--- src/rtl/debounce_pkg.sv ---
// rtl/debounce_pkg.sv - shared state encoding and timing constants for the button debouncer
package debounce_pkg;

    localparam int DEBOUNCE_CYCLES_DEFAULT = 1000000;
    localparam int DEBOUNCE_CYCLES_SIM     = 8;

    typedef enum logic [1:0] {
        IDLE        = 2'd0,
        ARM_PRESS   = 2'd1,
        PRESSED     = 2'd2,
        ARM_RELEASE = 2'd3
    } db_state_e;

    // The debounced level stays high while a release is still being qualified.
    function automatic logic is_level_state(input db_state_e s);
        return (s == PRESSED) || (s == ARM_RELEASE);
    endfunction

endpackage

--- src/rtl/debounce_channel.sv ---
// rtl/debounce_channel.sv - one button: 2-FF synchronizer, stable-count FSM, press pulse
module debounce_channel
    import debounce_pkg::*;
#(
    parameter int DEBOUNCE_CYCLES = DEBOUNCE_CYCLES_DEFAULT
) (
    input  logic i_clock,
    input  logic i_reset_n,
    input  logic i_button,
    output logic o_pulse,
    output logic o_level
);

    localparam int CNT_W = $clog2(DEBOUNCE_CYCLES + 1);
    localparam logic [CNT_W-1:0] CNT_MAX = CNT_W'(DEBOUNCE_CYCLES);
    localparam logic [CNT_W-1:0] CNT_ONE = CNT_W'(1);

    logic [1:0]       sync_q;
    logic             btn_sync;
    db_state_e        state_q, state_d;
    logic [CNT_W-1:0] cnt_q, cnt_d, cnt_inc;
    logic             pulse_q, pulse_d;
    logic             level_q, level_d;

    assign btn_sync = sync_q[1];

    always_ff @(posedge i_clock or negedge i_reset_n) begin
        if (!i_reset_n) begin
            sync_q <= 2'b00;
        end else begin
            sync_q <= {sync_q[0], i_button};
        end
    end

    // Saturating increment: the counter can never wrap back into a false match.
    assign cnt_inc = (cnt_q >= CNT_MAX) ? CNT_MAX : cnt_q + CNT_ONE;

    always_comb begin
        state_d = state_q;
        cnt_d   = cnt_q;
        pulse_d = 1'b0;
        case (state_q)
            IDLE: begin
                if (btn_sync) begin
                    state_d = ARM_PRESS;
                    cnt_d   = CNT_ONE;
                end else begin
                    cnt_d = '0;
                end
            end
            ARM_PRESS: begin
                if (btn_sync) begin
                    cnt_d = cnt_inc;
                    if (cnt_inc == CNT_MAX) begin
                        state_d = PRESSED;
                        cnt_d   = '0;
                        pulse_d = 1'b1;
                    end
                end else begin
                    state_d = IDLE;
                    cnt_d   = '0;
                end
            end
            PRESSED: begin
                if (!btn_sync) begin
                    state_d = ARM_RELEASE;
                    cnt_d   = CNT_ONE;
                end else begin
                    cnt_d = '0;
                end
            end
            ARM_RELEASE: begin
                if (!btn_sync) begin
                    cnt_d = cnt_inc;
                    if (cnt_inc == CNT_MAX) begin
                        state_d = IDLE;
                        cnt_d   = '0;
                    end
                end else begin
                    state_d = PRESSED;
                    cnt_d   = '0;
                end
            end
            default: begin
                state_d = IDLE;
                cnt_d   = '0;
            end
        endcase
        level_d = is_level_state(state_d);
    end

    always_ff @(posedge i_clock or negedge i_reset_n) begin
        if (!i_reset_n) begin
            state_q <= IDLE;
            cnt_q   <= '0;
            pulse_q <= 1'b0;
            level_q <= 1'b0;
        end else begin
            state_q <= state_d;
            cnt_q   <= cnt_d;
            pulse_q <= pulse_d;
            level_q <= level_d;
        end
    end

    assign o_pulse = pulse_q;
    assign o_level = level_q;

endmodule

--- src/rtl/button_debounce_pulse.sv ---
// rtl/button_debounce_pulse.sv - N independent debounced buttons with one pulse per press
module button_debounce_pulse
    import debounce_pkg::*;
#(
    parameter int N_BTN           = 3,
    parameter int DEBOUNCE_CYCLES = DEBOUNCE_CYCLES_DEFAULT
) (
    input  logic             i_clock,
    input  logic             i_reset_n,
    input  logic [N_BTN-1:0] i_buttons,
    output logic [N_BTN-1:0] o_pulse,
    output logic [N_BTN-1:0] o_level
);

    for (genvar g = 0; g < N_BTN; g++) begin : g_chan
        debounce_channel #(
            .DEBOUNCE_CYCLES(DEBOUNCE_CYCLES)
        ) u_chan (
            .i_clock  (i_clock),
            .i_reset_n(i_reset_n),
            .i_button (i_buttons[g]),
            .o_pulse  (o_pulse[g]),
            .o_level  (o_level[g])
        );
    end

endmodule

--- config.mk ---
export PLATFORM = sky130hd
export DESIGN_NAME = button_debounce_pulse
export DESIGN_NICKNAME = d
export VERILOG_FILES = /design/src/rtl/debounce_pkg.sv /design/src/rtl/debounce_channel.sv /design/src/rtl/button_debounce_pulse.sv
export SDC_FILE = /design/constraint.sdc
export NUM_CORES = 1
export LEC_CHECK = 0
export ABC_AREA = 1
export BUFFER_PORTS_ARGS = -buffer_cell sky130_fd_sc_hd__buf_4
export CORE_MARGIN = 5
export CORE_UTILIZATION = 52
export DETAILED_ROUTE_END_ITERATION = 16
export PLACE_DENSITY = 0.69
export REMOVE_ABC_BUFFERS = 1
export SYNTH_ARGS = -nofsm -noshare
export SYNTH_HDL_FRONTEND = slang
export SYNTH_SLANG_ARGS = --single-unit
--- constraint.sdc ---
create_clock -name i_clock -period 2.5 [get_ports i_clock]
set_input_delay 0.125 -clock i_clock [delete_from_list [all_inputs] [get_ports i_clock]]
set_output_delay 0.125 -clock i_clock [all_outputs]
set_load 0.05 [all_outputs]
After elaboration in Yosys (flattened, before gate mapping)
Cells that the tools add are included.

operators by class
  reductions and logical operators = 6
  mux-type cells = 51
  shift operators = 0
  bitwise gates (word level) = 0
  eq/ne operators = 18
  magnitude comparators = 3
  divide/modulo/power cells = 0
  multipliers = 0
  add/subtract/negate cells = 3

operators by type and width
  kind                                            number
  two-way mux 20 bit                              12
  case mux 20 bit (4 select lines)                3
  adder 20 x 1 -> 20 bit (second input constant)  3
  == test 20 bit (second input constant)          3
  >= comparator 20 bit (second input constant)    3
  two-way mux 2 bit                               18
  == test 2 bit (second input constant)           12
  case mux 2 bit (4 select lines)                 3
  two-way mux 1 bit                               15
  == test 2 x 1 -> 1 bit (second input constant)  3
  zero test 2 bit                                 3
  logical OR 1 bit                                3

word-level totals
  word-level logic and storage cells = 96
  register bits = 78
  bits of input ports = 5
  memories kept = 0
  bits in read-only memories = 0
  output and inout port bits = 6
  memory bits (writable) = 0
  bits in latches = 0

Depth between registers and ports, before layout
  depth after elaboration = 8
  gate-level depth with buffers = 16
  mapped depth without buffers = 15

By module
A second synthesis with hierarchy kept.

second synthesis, totals
  cells, all modules = 810
  area, all modules = 5622.9 um2

by module, submodules not included
  module            sequential area each (um2)  cells an instance  times used  area each (um2)
  debounce_channel  650.6                       270                3           1874.3

Worst setup path before layout
Ideal clock, no wire load.

  path kind = flip-flop to flip-flop
  from = register g_chan[2].u_chan.cnt_q[0]
  to = register g_chan[2].u_chan.cnt_q[14]
  required time = 2377 ps
  stages on the path, launching flop included = 13
  period minus slack after synthesis = 2028 ps
  arrival time = 1905 ps
  path buffers = 1
  slack = 472 ps
  library setup time = 123 ps
  cell sequence = dfrtp_1 -> ha_1 -> nand2_1 -> nor2_1 -> nand2_1 -> nand3b_1 -> nand2_1 -> nor2_1 -> nor2_1 -> nand3_2 -> o21ai_4 -> buf_6 -> nor2_1

on the way
  longest elaborated chain between the ends = 6
  elaborated cells on any way between the ends = 8
  those cells by class = add/sub (1); order compare (1); eq/ne (1); mux (5)

ends and longest elaborated chain
  element                                                                line                                            source
  start, declared                                                        debounce_channel.sv:21                          logic [CNT_W-1:0] cnt_q, cnt_d, cnt_inc;
  start signal, assigned                                                 debounce_channel.sv:100                         cnt_q <= cnt_d;
  adder 20 x 1 -> 20 bit / >= comparator 20 bit (equally long branches)  debounce_channel.sv:36                          assign cnt_inc = (cnt_q >= CNT_MAX) ? CNT_MAX : cnt_q + CNT_ONE;
  two-way mux 20 bit *                                                   debounce_channel.sv:36
  == test 20 bit                                                         debounce_channel.sv:54, debounce_channel.sv:75
  two-way mux 20 bit *                                                   debounce_channel.sv:54, debounce_channel.sv:75
  two-way mux 20 bit, on equally long branches                           debounce_channel.sv:73, debounce_channel.sv:52
  case mux 20 bit (4 select lines) *                                     debounce_channel.sv:42                          case (state_q)
  named net g_chan[2].u_chan.cnt_d[14]                                   debounce_channel.sv:21

The timed path passes the listed nets; every way through them passes the cells marked *.

Worst setup path after layout
  from = register g_chan[2].u_chan.cnt_q[0]
  to = register g_chan[2].u_chan.cnt_q[5]

The elaborated chain is that of the path after synthesis.

==> impl_metrics.toml <==
[route]
vias = 4733
detail_route.wl_per_cell_um = 12.4
drtPass1Iterations = 5
drc = 0
routed_wl_mm = 11.6
ant_nets = 0
viasPerCell = 5.03
drt_iter0_markers = 230

[worst_setup_path]
worstPathArrival_ns = 2.52
cp-end-kind = "flip-flop"
worstPathRequired_ns = 2.75
path_max_fanout = 14
crit_path_start_kind = "flip-flop"
critPathKind = "reg2reg"

[logic_synthesis]
synth_edf_count = 0
syn-cell-area_um2 = 5220
ys_warn_count = 0
yosysTopAreaCell = "dfrtp_1"
ys.flop_type = "dfrtp_1"
ys_seq_area_share_pct = 37.4
synth-seq-cells = 78
synth_top_cell_area_share_pct = 37.4
synth_cell_types = 31
syn_inst = 786
synth.avg_cell_area_um2 = 6.63
synthTopCellsByArea = "dfrtp_1, nand2_1, nor2_1, inv_1, nand3_1"
yosysMostFrequentCell = "nand2_1"
synthTopCellsByCount = "nand2_1, nor2_1, inv_1"
ys_async_sr_fraction_pct = 100

[timing]
fmax_ghz = 0.441
skew_ns = 0.0156
finalMaxSlewViolations = 0
grt_setup_unrepaired = "no"
setup_ws_ns = 0.231
period_needed_ns = 2.27
worstMarginPinSlew_ns = 0.977
finalHoldViolCount = 0
finalSetupViolCount = 0
max-slew-margin-rel_pct = 34.9
period_share_pct = 90.8
tns_ns = 0

[cts]
insertion_delay_ns = 0.36
cts_tree = "built"
htreeDepth = 3
cts_sinks = 78
clockBufferDepth = 2
cts_made_buffers = 9
clockRootBuffer = "clkbuf_8"
clkTransAtPathRegs_ns = 0.09

[placement]
dp_hpwl_mm = 8.81
port_buffers = 10
place_congestion = 0.939
pre_cts_slack_ns = 0.0527

[cells_and_area]
num_antenna_cells = 0
area_delta_synth_final_pct = 8.88
seq_area_um2 = 1950
drive_above_1_share_pct = 8.17
multi_input_area_um2 = 2710
nets = 814
fill_cells = 942

[die]
die_w_um = 110
die_h_um = 110
die_area_um2 = 12100
num_rows = 36
initial_core_util_pct = 53.4
io_pins = 11
coreArea_um2 = 9770

[grt]
grt_first_pass_wirelength_mm = 20.2
grt_pass1_vias = 4540
grt-ovfl-total = 0
grt_antenna_before_repair = 0
grt_max_degree = 79
grt_util_all_layers_pct = 21.0

[pwr]
p_leak_nw = 2.58
p_per_area_nw_per_um2 = 437
ir_drop_uv = 314

[run_status]
status = "finished, final reports clean"

[hold_path]
hold_class = "reg2reg"

[job]
drv_cap = 0
flip-flops by register name (all words and copies together) (netlist names):
name and cells:
g_chan.u_chan.o_pulse 3, g_chan.u_chan.state_q 6, g_chan.u_chan.sync_q 6, g_chan.u_chan.cnt_q 60, g_chan.u_chan.o_level 3
final timing paths:
path | depth (start not counted) | end | start | slack [ns]
min | 0 | g_chan[0].u_chan.sync_q[1]$_DFF_PN0_ | g_chan[0].u_chan.sync_q[0]$_DFF_PN0_ | 0.36
max | 13 | g_chan[2].u_chan.cnt_q[5]$_DFF_PN0_ | g_chan[2].u_chan.cnt_q[0]$_DFF_PN0_ | 0.23
max in group asynchronous | 2 | g_chan[1].u_chan.cnt_q[1]$_DFF_PN0_ | i_reset_n | 1.40
min in group asynchronous | 2 | g_chan[2].u_chan.cnt_q[12]$_DFF_PN0_ | i_reset_n | 0.46
max reg2reg | 13 | g_chan[2].u_chan.cnt_q[5]$_DFF_PN0_ | g_chan[2].u_chan.cnt_q[0]$_DFF_PN0_ | 0.23
min reg2reg | 0 | g_chan[0].u_chan.sync_q[1]$_DFF_PN0_ | g_chan[0].u_chan.sync_q[0]$_DFF_PN0_ | 0.36
layout make-up:
| cell class | count | area share [%] |
|---|---|---|
| Multi-Input combinational cell | 571 | 47.6 |
| Sequential cell | 78 | 34.4 |
| Inverter | 123 | 8.13 |
| Timing Repair Buffer | 20 | 3.04 |
| Tap cell | 133 | 2.93 |
| Clock buffer | 10 | 2.25 |
| Clock inverter | 6 | 1.63 |
cell usage in the layout (no fill, tap or decap), drive strengths merged:
master       netlist  final
xor2              11     11
o211ai             4      4
dfrtp             78     78
o311ai             3      3
xnor2              3      3
nor2             193    193
inv              123    125
dlygate4sd3        0      4
bufinv             0      2
nand2            218    218
o21bai             4      4
clkinvlp           0      2
nand4             27     27
o21ai             23     23
clkbuf             0     10
nand3             56     56
buf               14     16
ha                 6      6
nor4               1      1
and2               1      1
nor3               6      6
nand3b             8      8
a21oi              7      7
per-stage QoR:
stage	area [um2]	util (%)	hold WS [ns]	cells	total power [W]
3_3_place_gp	5380	55.0	0.236	920	0.00142
5_1_grt	5680	58.1	0.379	941	0.00258
2_1_floorplan	5090	-	-0.171	772	0.00137
6_report	5680	58.1	0.355	941	0.00248
4_1_cts	5640	57.7	0.355	940	0.00251
3_5_place_dp	5380	55.0	0.238	920	0.00143
power by group:
group	total (W)	leakage [nW]	internal, W	switching, W
Sequential	0.00129	1.06	0.00128	0.0000156
Combinational	0.000118	1.41	0.0000394	0.0000787
Clock	0.00107	0.104	0.000570	0.000503
Total	0.00248	2.58	0.00188	0.000597
timing repair:
item                                   in CTS  in global routing
endpoints found under the hold margin      81                  0
buffers inserted                            0                  1
gates resized for setup                     0                  7
setup endpoints to repair                   0                 45
hold buffers                                4                  0
logic make-up after synthesis:
logic type,count (synthesis),synth area share (%)
compound gates,41,4.89
simple gates,510,42.6
xor+xnor,14,2.35
fa+ha+maj,6,1.44
flops,78,37.4
buf+inv,137,11.3
metal layers:
metal | global-route usage, % | up-vias | wire length, um
met5 | 0 | - | 0
met4 | 6.07 | 0 | 203
met3 | 3.55 | 18 | 517
met2 | 34.7 | 100 | 5320
met1 | 28.4 | 2161 | 5580
li1 | - | 2454 | -
worst max-delay path, stage by stage (launching register included):
cell and delay, ns:
dfrtp_1 0.48, ha_4 0.21, nand2_1 0.10, nor2_2 0.19
nand3_1 0.09, nand2_1 0.07, inv_1 0.05, o21ai_0 0.17
nand2_1 0.07, nor2_1 0.16, nand3_2 0.13, o21ai_4 0.23
buf_12 0.17, nor2_1 0.05
Power figures use the tool's default switching activity.
